==> src/rtl/pps_source_select.sv <==
// PPS source selector: priority arbitration between qualified PPS sources, with a
// flywheel that carries phase through source switches and a bounded holdover.
module pps_source_select #(
    parameter int CLK_RATE         = -1,
    parameter int NSRC             = 2,
    parameter int HOLDOVER_SECONDS = 10
) (
    input  logic                                       clk,
    input  logic                                       rst_n,
    input  logic [NSRC-1:0]                            srcStrobe,
    input  logic [NSRC-1:0]                            srcValid,
    input  logic [NSRC-1:0]                            srcEnable,
    input  logic                                       revertive,
    output logic                                       ppsOut,
    output logic [((NSRC > 1) ? $clog2(NSRC) : 1)-1:0] activeSrc,
    output logic [1:0]                                 state,
    output logic                                       ppsLost
);
    localparam int SRC_W     = (NSRC > 1) ? $clog2(NSRC) : 1;
    localparam int RATE      = (CLK_RATE >= 16) ? CLK_RATE : 16;
    localparam int TMO_CYC   = RATE + RATE / 10;
    localparam int FLY_W     = $clog2(RATE);
    localparam int TMO_W     = $clog2(TMO_CYC);
    localparam int HOLD_W    = $clog2(HOLDOVER_SECONDS + 1);
    localparam int HOLD_LAST = HOLDOVER_SECONDS - 1;

    typedef enum logic [1:0] {
        ACQUIRE  = 2'd0,
        LOCKED   = 2'd1,
        SWITCH   = 2'd2,
        HOLDOVER = 2'd3
    } selState_t;

    selState_t         stateQ, stateNext;
    logic [SRC_W-1:0]  activeNext, best;
    logic [FLY_W-1:0]  fly, flyNext;
    logic [TMO_W-1:0]  tmo, tmoNext;
    logic [HOLD_W-1:0] holdCount, holdNext;
    logic              aligned, alignedNext, pulse;
    logic [NSRC-1:0]   usable;
    logic              anyUsable, activeStrobe, activeUsable, flyWrap, tmoDone;

    assign usable       = srcValid & srcEnable;
    assign anyUsable    = |usable;
    assign activeStrobe = srcStrobe[activeSrc];
    assign activeUsable = usable[activeSrc];
    assign flyWrap      = (fly == FLY_W'(RATE - 1));
    assign tmoDone      = (tmo == TMO_W'(TMO_CYC - 1));
    assign state        = stateQ;

    // Lowest usable index wins; with a single source this is constantly 0.
    always_comb begin
        best = '0;
        for (int i = NSRC - 1; i >= 0; i--) begin
            if (usable[i]) best = SRC_W'(i);
        end
    end

    always_comb begin
        // NOTE: every output of this block gets a default first so no path can infer a latch.
        stateNext   = stateQ;
        activeNext  = activeSrc;
        flyNext     = flyWrap ? '0 : fly + 1'b1;
        tmoNext     = '0;
        holdNext    = holdCount;
        alignedNext = aligned;
        pulse       = 1'b0;
        case (stateQ)
            ACQUIRE: begin
                alignedNext = 1'b0;
                if (anyUsable) begin
                    activeNext = best;
                    stateNext  = SWITCH;
                end
            end
            SWITCH: begin
                tmoNext = tmo + 1'b1;
                pulse   = aligned && flyWrap;
                // Loss beats a coincident strobe; a strobe beats a coincident timeout.
                if (!activeUsable) begin
                    stateNext = aligned ? HOLDOVER : ACQUIRE;
                    holdNext  = '0;
                end else if (activeStrobe) begin
                    flyNext     = '0;
                    alignedNext = 1'b1;
                    pulse       = 1'b1;
                    stateNext   = LOCKED;
                end else if (tmoDone) begin
                    stateNext = aligned ? HOLDOVER : ACQUIRE;
                    holdNext  = '0;
                end
            end
            LOCKED: begin
                if (activeUsable && activeStrobe) begin
                    pulse   = 1'b1;
                    flyNext = '0;
                end
                if (!activeUsable) begin
                    if (anyUsable) begin
                        activeNext = best;
                        stateNext  = SWITCH;
                    end else begin
                        stateNext = HOLDOVER;
                        holdNext  = '0;
                    end
                end else if (revertive && best < activeSrc) begin
                    activeNext = best;
                    stateNext  = SWITCH;
                end
            end
            HOLDOVER: begin
                pulse = flyWrap;
                if (flyWrap) holdNext = holdCount + 1'b1;
                if (anyUsable) begin
                    activeNext = best;
                    stateNext  = SWITCH;
                end else if (flyWrap && holdCount == HOLD_W'(HOLD_LAST)) begin
                    stateNext   = ACQUIRE;
                    alignedNext = 1'b0;
                end
            end
            default: stateNext = ACQUIRE;
        endcase
    end

    always_comb begin
        ppsLost = 1'b0;
        case (stateQ)
            ACQUIRE: ppsLost = 1'b1;
            SWITCH:  ppsLost = ~aligned;
            default: ppsLost = 1'b0;
        endcase
    end

    always_ff @(posedge clk or negedge rst_n) begin
        if (!rst_n) begin
            stateQ    <= ACQUIRE;
            activeSrc <= '0;
            fly       <= '0;
            tmo       <= '0;
            holdCount <= '0;
            aligned   <= 1'b0;
            ppsOut    <= 1'b0;
        end else begin
            // NOTE: state registers use non-blocking assignment so every flop samples pre-edge values.
            stateQ    <= stateNext;
            activeSrc <= activeNext;
            fly       <= flyNext;
            tmo       <= tmoNext;
            holdCount <= holdNext;
            aligned   <= alignedNext;
            // Guarantees ppsOut is never high on two consecutive cycles.
            ppsOut    <= pulse & ~ppsOut;
        end
    end
endmodule

==> config.mk <==
export PLATFORM = sky130hd
export DESIGN_NAME = pps_source_select
export DESIGN_NICKNAME = d
export VERILOG_FILES = /design/src/rtl/pps_source_select.sv
export SDC_FILE = /design/constraint.sdc
export NUM_CORES = 1
export LEC_CHECK = 0
export ABC_AREA = 1
export BUFFER_PORTS_ARGS = -buffer_cell sky130_fd_sc_hd__buf_2
export CELL_PAD_IN_SITES_DETAIL_PLACEMENT = 1
export CELL_PAD_IN_SITES_GLOBAL_PLACEMENT = 2
export CORE_MARGIN = 2
export CORE_UTILIZATION = 34
export CTS_CLUSTER_SIZE = 16
export DETAILED_ROUTE_END_ITERATION = 10
export HOLD_SLACK_MARGIN = 0.06
export PLACE_DENSITY = 0.84
export SYNTH_ARGS = -nofsm -noshare
export SYNTH_HDL_FRONTEND = slang
export SYNTH_SLANG_ARGS = --single-unit
export TNS_END_PERCENT = 5
==> constraint.sdc <==
create_clock -name clk -period 2.8 [get_ports clk]
set_clock_uncertainty 0.1 [all_clocks]
set_input_delay 0.84 -clock clk [delete_from_list [all_inputs] [get_ports clk]]
set_output_delay 0.84 -clock clk [all_outputs]
set_load 0.05 [all_outputs]
==> results.txt, run 1 <==
----------------------------------------------------
[Min path]
  Tightest Hold Check Type ... reg2reg
  Hold Startpoint ... ppsOut
  Hold endpoint ... ppsOut
  Hold path depth ... 1

[Clock network]
  Post-CTS Setup Bufs ... 0
  Number of instances resized during post-cts repair ... 0
  Total CTS buffers ... 3
  Number of H-tree levels ... 1
  Total of hold buffers inserted after clock tree synthesis ... 0
  Maximum buffer depth of the clock tree ... 2
  Buffer type at the clock tree root ... clkbuf_4
  Number of clock sinks ... 18
  CTS tree ... yes
  Worst-Skew Late Latency ... 0.32 ns
  Clock-pin slew of the registers on the worst-case setup and hold paths ... 0.12 ns

[Timing]
  Fraction of the cycle the final worst path needs ... 94.5%
  Time the final worst path needs with I/O delays and setup ... 2.64 ns
  Fin. max-slew vios ... 0
  Setup Viol. Count Final ... 0
  Worst setup slack after layout ... 0.155 ns
  Max_slew headroom ... 71.7%
  Setup repair after global routing missed its margin ... false
  Final TNS setup ... 0 ns
  Count of endpoints failing hold in the final timing report ... 0
  Transition time of the tightest slew-check pin ... 0.424 ns
  Max frequency ... 378 MHz

[Synthesis]
  Yosys warning count ... 0
  Post-synthesis cell count ... 167
  Cell area after synthesis ... 1200 µm²
  Post-synthesis cell type with the largest combined area ... dfrtp_1
  Mapped Nets ... 186
  Cell types with the largest area share after synthesis ... dfrtp_1 38%, nand2_1 15%, ha_1 10%
  Post-synthesis average cell area ... 7.16 µm²
  Netlist cell types ... 18
  Synthesized flop and latch total ... 18
  Share of the synthesized area in the top cell type ... 37.7%
  Sequential-to-total area share from yosys stat ... 37.7%

[Die]
  Core box area ... 3360 µm²
  Core Rows ... 21
  Top-Level Pins ... 14
  Effective utilization at floorplan ... 35.6%
  DIE HEIGHT ... 63.3 µm
  Die footprint ... 4010 µm²
  DIE WIDTH ... 63.3 µm

[Critical path]
  Cells on worst reg2reg path ... 9
  Startpoint of the most critical register-to-register path ... state[1]
  Crit-path max FO ... 7
  Flop-to-flop setup slack ... 1.11 ns
  Reg2reg end ... state[0]
  Classification of the worst setup path ... reg2out
  Critical Path AT ... 1.70 ns
  Capturing element type of the critical path ... output port
  Critical path required time ... 1.86 ns
  CP Launch Type ... flop

[Cells and area]
  Most frequent cells in the layout ... 48 x nand2_1, 26 x inv_1, 23 x nor2_1
  Number of antenna repair diodes ... 0
  Number of nets in the final layout ... 204
  Commonest non-fill, non-tap cell in the layout ... nand2_1
  Post-synthesis to final-layout area growth ... 13.8%
  Fraction of final layout cells sized beyond drive strength 1 ... 14.1%

[GRT]
  Global routing met2 resource utilization ... 32.2%
  Wire length of the first global-routing pass ... 5470 µm
  Pin count of the biggest net entering global routing ... 19
  Vias in the first global route ... 1268
  GRT Resource Usage Total ... 17.0%
  GRT overflow ... 0
  Routing usage on met3 ... 1.79%
  Routing layer with the top usage in global route ... met2
  Antenna violations before repair ... 0
  Global routing usage on met1 ... 19.4%

[Place]
  Routability Congestion ... 0.739
  Setup slack at placement ... 0.392 ns
  Estimated wirelength of the detail-placed design ... 2320 µm
  Input/output buffers ... 13

[Flow run]
  Max capacitance violation total ... 0

[Power]
  Maximum vdd ir drop ... 0.000454 V
  Areal power density over the cells ... 993 nW/µm²
  Lkg Pwr ... 0.751 nW
  Final Total Pwr ... 1.35 mW

[Route]
  Number of optimization iterations in the first detailed-route pass ... 4
  Via count ... 1108
  Post-route DRC violation count ... 0
  Vias per std cell ... 4.82
  DRT antenna net count ... 0
  WL final ... 2880 µm
  Routed len/inst ... 12.5 µm
  Iteration-0 DRC Markers ... 19

[Outcome]
  Run status ... completed

----------------------------------------------------
registers in the layout, summed over array words and instances, names as in the netlist:
register / flops
aligned: 1
fly: 4
ppsOut: 1
holdCount: 4
tmo: 5
activeSrc: 1
state: 2
cells by family after synthesis:
logic type / Yosys count / share of synthesized area [%]
AO/OA/AOI/OAI: 10 / 5.02
AND/OR/NAND/NOR: 99 / 35.8
flip-flops: 18 / 37.7
buffers and inverters: 26 / 8.16
adder cells (fa/ha/maj): 10 / 10.5
XOR/XNOR: 4 / 2.93
final cells by class:
class | count | area [µm²]
flip-flops and latches | 18 | 450
well taps | 46 | 57.6
clock buffers | 4 | 36.3
multi-input cells | 123 | 654
repair buffers | 13 | 65.1
fillers | 473 | 2000
inverters | 26 | 97.6
power by group:
group	internal [mW]	leakage, nW	total (mW)	switching (mW)
clock network	0.0795	0.0210	0.175	0.0958
logic	0.241	0.489	0.761	0.520
registers	0.335	0.240	0.416	0.0809
total	0.656	0.751	1.35	0.697
critical path, stage by stage (launching register included):
cell     delay (ns)
dfrtp_1        0.45
inv_1          0.13
ha_2           0.27
inv_1          0.13
o21ai_2        0.13
buf_2          0.27
cell usage after synthesis:
cell / number
nand3_1: 15
a21oi_2: 1
nor3_1: 2
a21oi_1: 1
nor2_1: 23
inv_1: 26
dfrtp_1: 18
nand2_1: 48
o21ai_2: 1
o21a_1: 1
xnor2_1: 2
o21ai_1: 1
o21ai_0: 5
nand3_2: 2
xor2_1: 2
nand4_1: 6
ha_1: 10
nor2_2: 3
metrics by stage:
step	hold WS, ns	cell area, µm²	instances	util [%]
2_1_floorplan	0.340	1200	167	-
3_3_place_gp	0.304	1320	226	39.3
3_5_place_dp	0.311	1320	226	39.3
4_1_cts	0.328	1360	230	40.4
5_1_grt	0.353	1360	230	40.5
6_report	0.318	1360	230	40.5
routing by layer:
metal,vias to the layer above,part of all wire (%)
li1,557,-
met5,-,0
met3,5,1.8
met2,7,53
met1,539,44
met4,0,1.8
worst max path at each step:
stage                     endpoint      from  slack [ns]  cells past startpoint
after floorplan            ppsLost  state[0]        0.24                      4
after global routing       ppsLost  state[0]        0.03                      5
final                      ppsLost  state[0]        0.16                      5
after detailed placement   ppsLost  state[0]        0.39                      5
after global placement     ppsLost  state[0]        0.49                      5
after CTS                  ppsLost  state[0]        0.02                      5
Power figures use the tool's default switching activity.
==> run 2, diff against run 1 <==
--- a/config.mk
+++ b/config.mk
@@ -10,11 +10,12 @@
 export CELL_PAD_IN_SITES_DETAIL_PLACEMENT = 1
 export CELL_PAD_IN_SITES_GLOBAL_PLACEMENT = 2
 export CORE_MARGIN = 2
-export CORE_UTILIZATION = 34
+export CORE_UTILIZATION = 32
 export CTS_CLUSTER_SIZE = 16
 export DETAILED_ROUTE_END_ITERATION = 10
 export HOLD_SLACK_MARGIN = 0.06
-export PLACE_DENSITY = 0.84
+export PLACE_DENSITY = 0.8
+export RECOVER_POWER = 100
 export SYNTH_ARGS = -nofsm -noshare
 export SYNTH_HDL_FRONTEND = slang
 export SYNTH_SLANG_ARGS = --single-unit
==> constraint.sdc (replaced) <==
create_clock -name clk -period 2.63 [get_ports clk]
set_clock_uncertainty 0.1 [all_clocks]
set_input_delay 0.789 -clock clk [delete_from_list [all_inputs] [get_ports clk]]
set_output_delay 0.789 -clock clk [all_outputs]
set_load 0.02 [all_outputs]
==> run 2 against run 1 <==
  * Sequential share of layout area fell by 0.39 points
  * Critical path depth did not move
  * Via count fell by 1.7%
  * Clock power rose by 34%
==> results.txt, run 2 (synthesized netlist as in run 1, its figures left out) <==
----------------------------------------------------
[Outcome]
  Run status ... completed

[Timing]
  Worst setup slack after layout ... 0.159 ns (+0.00381 ns)
  Transition time of the tightest slew-check pin ... 1.01 ns (+0.586 ns)
  Fin. max-slew vios ... 0 (unchanged)
  Fraction of the cycle the final worst path needs ... 93.9%
  Time the final worst path needs with I/O delays and setup ... 2.47 ns
  Minimum hold slack ... 0.318 ns (-0.000539 ns)
  Setup Viol. Count Final ... 0 (unchanged)
  Final TNS setup ... 0 ns (unchanged)
  Count of endpoints failing hold in the final timing report ... 0 (unchanged)
  Max_slew headroom ... 32.6% (-39 points)
  Max frequency ... 405 MHz

[GRT]
  Wire length of the first global-routing pass ... 5330 µm (-2.5%)
  Pin count of the biggest net entering global routing ... 19 (unchanged)
  Antenna violations before repair ... 0 (unchanged)
  Vias in the first global route ... 1231 (-2.9%)
  GRT Resource Usage Total ... 16.8% (-0.15 points)
  GRT overflow ... 0 (unchanged)

[Clock network]
  Maximum buffer depth of the clock tree ... 2 (unchanged)
  Worst-Skew Late Latency ... 0.26 ns (-0.06 ns)
  Clock-pin slew of the registers on the worst-case setup and hold paths ... 0.07 ns (-0.05 ns)
  Total CTS buffers ... 3 (unchanged)
  Post-CTS Setup Bufs ... 0 (unchanged)
  Number of H-tree levels ... 1 (unchanged)
  Buffer type at the clock tree root ... clkbuf_8
  CTS tree ... yes
  Number of clock sinks ... 18 (unchanged)
  Total of hold buffers inserted after clock tree synthesis ... 0 (unchanged)

[Place]
  Estimated wirelength of the detail-placed design ... 2420 µm (+4.1%)
  Cell Count Post-Placement ... 228 (+0.88%)
  Setup slack at placement ... 0.350 ns (-0.0423 ns)
  Input/output buffers ... 13 (unchanged)
  Routability Congestion ... 0.755 (+2.2%)
  Dpl cell area ... 1320 µm² (about the same)

[Critical path]
  CP Launch Type ... flop
  Critical Path AT ... 1.58 ns (-0.12 ns)
  Classification of the worst setup path ... reg2out
  Capturing element type of the critical path ... output port
  Critical path required time ... 1.74 ns (-0.12 ns)
  Crit-path max FO ... 7 (unchanged)

[Cells and area]
  Number of nets in the final layout ... 204 (unchanged)
  Post-route design area ... 1380 µm² (+1.2%)
  Max FFs per register ... 5 (unchanged)
  Commonest non-fill, non-tap cell in the layout ... nand2_1
  Final-layout fill cell count ... 488 (+3.2%)
  Final standard cell utilization of the core ... 37.9% (-2.6 points)
  Number of antenna repair diodes ... 0 (unchanged)
  Fraction of final layout cells sized beyond drive strength 1 ... 13.0% (-1.1 points)
  Most frequent cells in the layout ... 48 x nand2_1, 26 x inv_1, 23 x nor2_1
  Largest Register ... tmo
  Layout Cells excl Fill ... 232 (+0.87%)
  Post-synthesis to final-layout area growth ... 15.2%
  Top Registers ... tmo x5, fly x4, holdCount x4

[Power]
  Lkg Pwr ... 0.755 nW (+0.54%)
  Sequential Power Share ... 31.6% (+0.9 points)
  Final Total Pwr ... 1.40 mW (+3.8%)
  Areal power density over the cells ... 1020 nW/µm² (+2.5%)
  Sw Ratio ... 47.0% (-4.5 points)
  Net switching power of the design ... 659 µW (-5.3%)
  Comb pwr share ... 51.6% (-4.7 points)
  Proportion of power drawn by the clock network ... 16.8% (+3.8 points)
  Pint ... 744 µW (+13%)
  Maximum vdd ir drop ... 0.000350 V (-23%)

[Route]
  Via count ... 1089 (-1.7%)
  Vias per std cell ... 4.69 (-2.6%)
  WL final ... 2990 µm (+3.9%)
  Routed len/inst ... 12.9 µm (+3.0%)
  DRT antenna net count ... 0 (unchanged)
  Iteration-0 DRC Markers ... 43 (+24)
  Post-route DRC violation count ... 0 (unchanged)
  Number of optimization iterations in the first detailed-route pass ... 3 (-1)

[Die]
  Core Rows ... 22 (+4.8%)
  DIE WIDTH ... 65.1 µm (+2.9%)
  Top-Level Pins ... 14 (unchanged)
  Effective utilization at floorplan ... 32.9% (-2.6 points)
  DIE HEIGHT ... 65.1 µm (+2.9%)
  Core box area ... 3630 µm² (+8.0%)
  Die footprint ... 4240 µm² (+5.8%)

[Flow run]
  Max capacitance violation total ... 0 (unchanged)

[Min path]
  Tightest Hold Check Type ... reg2reg

----------------------------------------------------
run 2: layout make-up:
class / count / area [µm²] / share of cell area, %
tap: 48 / 60.1 / 4.36
timing repair buffer: 13 / 63.8 / 4.63
sequential: 18 / 450 / 32.7
clock buffer: 4 / 55.1 / 4.00
inverter: 26 / 97.6 / 7.08
multi-input combinational: 123 / 651 / 47.2
run 2: per-layer routing:
| layer | part of all wire, % | up-vias | global-route usage [%] |
|---|---|---|---|
| met3 | 1.6 | 4 | 2.57 |
| met4 | 2.1 | 0 | 7.81 |
| li1 | - | 560 | - |
| met1 | 42 | 518 | 17.7 |
| met2 | 54 | 7 | 32.6 |
| met5 | 0 | - | 0 |
run 2: power by group through the flow:
stage          registers [mW]  logic [mW]  clock network [mW]
2_1_floorplan           0.455       0.523                   0
3_3_place_gp            0.441       0.708                   0
3_5_place_dp            0.451       0.738                   0
4_1_cts                 0.446       0.740               0.251
5_1_grt                 0.462       0.861               0.263
6_report                0.444       0.724               0.235
run 2: final timing paths:
| path | cells past startpoint | to | start | slack (ns) |
|---|---|---|---|---|
| setup / recovery | 5 | ppsLost | state[0] | 0.16 |
| hold / removal | 1 | ppsOut | ppsOut | 0.32 |
| setup reg to reg | 7 | holdCount[1] | state[0] | 0.95 |
| hold reg to reg | 1 | ppsOut | ppsOut | 0.32 |
| max in group asynchronous | 1 | fly[1] | rst_n | 1.25 |
| min in group asynchronous | 1 | tmo[1] | rst_n | 0.57 |
run 2: worst max-delay path: stages (launching register included):
cell and delay [ns]:
dfrtp_1 0.44, inv_1 0.14, ha_2 0.29, inv_1 0.13, o21ai_0 0.15, buf_2 0.18
run 2: timing repair:
action                                  CTS  global route
gates resized for setup                   0             1
endpoints found under the setup margin    0             1
hold endpoints to repair                  0             0
